[src/rtl/ls_lib_pkg.sv]
// Shared definitions for the 74LSXX-style logic library: the default channel
// count and a constant ceil(log2) helper for sizing counters.
package ls_lib_pkg;

  localparam int LS_DEFAULT_CHANNELS = 6;

  // Returns ceil(log2(value)); 0 for value <= 1.
  function automatic int clog2(input int value);
    int result;
    int remaining;
    result    = 0;
    remaining = value - 1;
    while (remaining > 0) begin
      result    = result + 1;
      remaining = remaining >> 1;
    end
    return result;
  endfunction

endpackage

[src/rtl/schmitt_filter_channel.sv]
// One Schmitt-trigger channel: accepts a new input level only after FILTER
// consecutive differing samples, and pulses CHG on the edge it commits.
module schmitt_filter_channel
  import ls_lib_pkg::*;
#(
  parameter int FILTER = 4
) (
  input  logic CLK,
  input  logic RST,
  input  logic EN,
  input  logic A,
  output logic S,
  output logic CHG
);

  localparam int CW = (clog2(FILTER) < 1) ? 1 : clog2(FILTER);
  localparam logic [CW-1:0] CNT_LAST = CW'(FILTER - 1);

  logic [CW-1:0] cnt;

  // A counter at CNT_LAST either commits or clears, so it can never wrap.
  always_ff @(posedge CLK) begin
    if (RST) begin
      S   <= 1'b0;
      cnt <= '0;
      CHG <= 1'b0;
    end else if (!EN) begin
      CHG <= 1'b0;
    end else if (A == S) begin
      cnt <= '0;
      CHG <= 1'b0;
    end else if (cnt == CNT_LAST) begin
      S   <= A;
      cnt <= '0;
      CHG <= 1'b1;
    end else begin
      cnt <= cnt + 1'b1;
      CHG <= 1'b0;
    end
  end

endmodule

[src/rtl/schmitt_not_gate_bank.sv]
// Bank of CHANNELS independent Schmitt-trigger gates; INV_MASK selects per
// channel between inverting (LS14) and buffering (LS07-style) output.
module schmitt_not_gate_bank
  import ls_lib_pkg::*;
#(
  parameter int                    CHANNELS = LS_DEFAULT_CHANNELS,
  parameter int                    FILTER   = 4,
  parameter logic [CHANNELS-1:0]   INV_MASK = '1
) (
  input  logic                CLK,
  input  logic                RST,
  input  logic                EN,
  input  logic [CHANNELS-1:0] A,
  output logic [CHANNELS-1:0] Y,
  output logic [CHANNELS-1:0] CHG
);

  logic [CHANNELS-1:0] s;

  for (genvar i = 0; i < CHANNELS; i++) begin : g_chan
    schmitt_filter_channel #(
      .FILTER(FILTER)
    ) u_chan (
      .CLK(CLK),
      .RST(RST),
      .EN (EN),
      .A  (A[i]),
      .S  (s[i]),
      .CHG(CHG[i])
    );
  end

  // Polarity is a constant, so Y depends only on registered state.
  assign Y = s ^ INV_MASK;

endmodule

[config.mk]
export PLATFORM = sky130hd
export DESIGN_NAME = schmitt_not_gate_bank
export DESIGN_NICKNAME = d
export VERILOG_FILES = /design/src/rtl/ls_lib_pkg.sv /design/src/rtl/schmitt_filter_channel.sv /design/src/rtl/schmitt_not_gate_bank.sv
export SDC_FILE = /design/constraint.sdc
export NUM_CORES = 1
export LEC_CHECK = 0
export BUFFER_PORTS_ARGS = -buffer_cell sky130_fd_sc_hd__clkbuf_2
export CAP_MARGIN = 20
export CORE_ASPECT_RATIO = 1.2
export CORE_UTILIZATION = 50
export CTS_BUF_LIST = sky130_fd_sc_hd__clkbuf_16
export CTS_CLUSTER_DIAMETER = 50
export DETAILED_ROUTE_END_ITERATION = 10
export PLACE_DENSITY_LB_ADDON = 0.15
export SETUP_SLACK_MARGIN = 0.15
export SYNTH_ARGS = -nofsm -noshare
export SYNTH_HDL_FRONTEND = slang
export SYNTH_HIERARCHICAL = 1
export SYNTH_SLANG_ARGS = --single-unit
[constraint.sdc]
create_clock -name CLK -period 1.4 [get_ports CLK]
set_input_delay 0.21 -clock CLK [delete_from_list [all_inputs] [get_ports CLK]]
set_output_delay 0.21 -clock CLK [all_outputs]
set_load 0.01 [all_outputs]
==> results.sh <==
export IMPL_place_area_um2=1240
export IMPL_cts_made_buffers=3
export IMPL_ys_seq_area_share_pct=45.4
export IMPL_final_area_um2=1420
export IMPL_cts_tree="yes"
export IMPL_synth_top_family_by_area="simple AND/OR/NAND/NOR gates"
export IMPL_antenna_found_initial=0
export IMPL_post_synth_cell_area_avg_um2=9.80
export IMPL_io_buffers=20
export IMPL_die_x_um=44
export IMPL_synth_distinct_cells=13
export IMPL_crit_arrival_ns=1.40
export IMPL_final_setup_tns_ns=0
export IMPL_cp_top_family="simple AND/OR/NAND/NOR gates"
export IMPL_synth_adder_area_share_pct=7.09
export IMPL_path_buf_inv=0
export IMPL_first_iter_violations=8
export IMPL_yosys_area_share_simple_pct=20.6
export IMPL_clkSlewWorstSetupHoldPaths_ns=0.06
export IMPL_ant_nets=0
export IMPL_crit_end="g_chan[2].u_chan/cnt[0]"
export IMPL_ir_drop_uv=735
export IMPL_die_h_um=52.4
export IMPL_synth_compound_area_share_pct=17.7
export IMPL_htree_num_levels=1
export IMPL_worstPathMaxFanout=4
export IMPL_syn_area_um2=1060
export IMPL_drive_above_1_share_pct=42.1
export IMPL_clock_skew_ns=0.00156
export IMPL_cts_hold_fix_buffers=0
export IMPL_slew_viol_final=0
export IMPL_r2r_start="g_chan[2].u_chan/cnt[0]"
export IMPL_dieArea_um2=2310
export IMPL_grt_pass1_vias=769
export IMPL_start_util_pct=55.3
export IMPL_fin_crit_sh_pct=89.1
export IMPL_num_rows=17
export IMPL_r2r_setup_slack_ns=0.15
export IMPL_fmaxAchievable_mhz=802
export IMPL_io_pins=21
export IMPL_critical_path_depth=3
export IMPL_area_growth_pct=33.7
export IMPL_ctsRootBufferMaster="clkbuf_16"
export IMPL_p_leak_nw=0.528
export IMPL_firstDrtPassIters=6
export IMPL_grt_pass1_wl_mm=3.24
export IMPL_power_density_nw_per_um2=1030
export IMPL_r2r_cells=3
export IMPL_core_area_um2=1910
export IMPL_critPathLaunchType="flip-flop"
export IMPL_wire_per_inst_um=13.1
export IMPL_grt_use_total_pct=18.9
export IMPL_hp_class="in -> reg"
export IMPL_cts_sink_count=24
export IMPL_slew_headroom_pct=64.4
export IMPL_post_route_util_pct=73.9
export IMPL_dp_cells=155
export IMPL_synthXorXnorAreaFrac_pct=4.96
export IMPL_synth_fp_nets=123
export IMPL_rsz0062_at_grt="no"
export IMPL_tightest_slew_ns=0.533
export IMPL_r2r_end="g_chan[2].u_chan/cnt[0]"
export IMPL_outcome="complete, no violations"
export IMPL_cp_required_ns=1.56
export IMPL_crit_slowest_cell="or4b_1"
export IMPL_cp_slowest_stage_delay_ns=0.51
export IMPL_fin_crit_ns=1.25
export IMPL_detailedPlacementHpwl_mm=1.34
export IMPL_route_vias_total=889
export IMPL_fin_hold_ws_ns=0.215
export IMPL_finalHoldViolCount=0
export IMPL_wl_mm=2.08
export IMPL_cts_buffer_depth=2
export IMPL_gr_total_overflow=0
export IMPL_clk_latency_ns=0.25
export IMPL_ys_ff_latch=24
export IMPL_critical_path_class="reg -> reg"
export IMPL_routabilityCongestion=0.677
export IMPL_fin_cells=159
export IMPL_setup_viol=0
export IMPL_synth_mux_area_fraction_pct=0
export IMPL_drv_cap=0
export IMPL_grt_max_degree=29
export IMPL_yosys_warnings=6
export IMPL_syn_inst=108
export IMPL_crit_chain="ha_2 > or4b_1 > o32ai_1"
export IMPL_nNetsFinal=156
export IMPL_drc_errors=0
export IMPL_insertedDiodeCount=0
export IMPL_cp_startpoint="g_chan[2].u_chan/cnt[0]"
export IMPL_avgViaCountPerCell=5.59
export IMPL_worstSetupEndpointType="flip-flop"
==> flip-flops by register name (all words and copies together) (netlist names) <==
name	flops
g_chan.u_chan/CHG	6
g_chan.u_chan/S	6
g_chan.u_chan/cnt	12
==> worst reg2reg max path: stages (launching register included) <==
cell and delay [ns]:
dfxtp_1 0.32, ha_2 0.19, or4b_1 0.51, o32ai_1 0.13
==> cells in the mapped netlist <==
cell / instances / area [um2]
ha_1: 6 / 75.1
o32ai_1: 6 / 52.6
xnor2_1: 6 / 52.6
dfxtp_1: 24 / 480
a21bo_2: 6 / 60.1
nor3_1: 6 / 30.0
or4b_1: 6 / 60.1
nand2_1: 12 / 45.0
or3b_2: 6 / 52.6
nand3_1: 6 / 30.0
a21oi_1: 6 / 30.0
o31ai_1: 6 / 45.0
inv_1: 12 / 45.0
==> per-stage QoR <==
stage / setup slack (ns) / total power, mW
finish: 0.153 / 1.46
global route: 0.129 / 1.51
floorplan: 0.207 / 0.768
global placement: 0.158 / 0.830
CTS: 0.151 / 1.44
detailed placement: 0.121 / 0.836
==> cell type report <==
| class | count | area (um2) |
|---|---|---|
| Inverter | 12 | 45.0 |
| Timing Repair Buffer | 28 | 160 |
| Clock buffer | 3 | 75.1 |
| Multi-Input combinational cell | 72 | 622 |
| Fill cell | 141 | 499 |
| Sequential cell | 24 | 485 |
| Tap cell | 19 | 23.8 |
| Clock inverter | 1 | 3.75 |
==> how the worst min path moves through the flow <==
stage,cells after the start,endpoint,slack [ns],startpoint
2_1_floorplan,1,g_chan[0].u_chan/S,0.28,RST
3_3_place_gp,3,g_chan[3].u_chan/S,0.47,A[3]
3_5_place_dp,3,g_chan[0].u_chan/S,0.48,A[0]
4_1_cts,3,g_chan[0].u_chan/S,0.21,A[0]
5_1_grt,3,g_chan[3].u_chan/S,0.23,A[3]
6_report,3,g_chan[3].u_chan/S,0.22,A[3]
==> power breakdown <==
group,leakage [nW],switching (mW),total (mW),internal [mW]
sequential,0.196,0.0152,0.715,0.700
combinational,0.294,0.0680,0.131,0.0635
clock,0.0385,0.228,0.609,0.381
==> logic make-up (layout without fill, tap and decap cells) <==
| logic type | count (synthesis) | in the layout |
|---|---|---|
| simple gates | 36 | 36 |
| xor+xnor | 6 | 6 |
| buf+inv | 12 | 44 |
| compound gates | 24 | 24 |
| flops | 24 | 24 |
| fa+ha+maj | 6 | 6 |
==> routing by layer <==
layer	GRT usage [%]	routed length, um	up-vias	share of wire [%]
li1	-	-	461	-
met1	22.0	934	411	45
met2	32.1	1090	15	52
met3	3.10	49	2	2.4
met4	10.6	14	0	0.67
met5	0	0	-	0
==> repair_timing <==
item | 4_1_cts | 5_1_grt
cloned | 0 | 0
gates resized for setup | 6 | 14
pin swaps | 0 | 6
setup buffers | 0 | 0
setup endpoints to repair | 6 | 6
==> placed cells by master, fill, tap and decap left out <==
master and instances:
nor3_1 6, dfxtp_1 20, or4b_1 3, o32ai_2 3
or3b_2 6, xnor2_1 6, clkbuf_2 20, inv_1 12
o31ai_1 6, ha_4 4, clkinv_1 1, buf_4 8
a21oi_1 6, ha_2 2, o32ai_1 3, or4b_4 3
clkbuf_16 3, dfxtp_2 4, nand2_1 12, nand3_1 6
a21bo_2 6
Note: power is estimated with default switching activity, not from simulation.
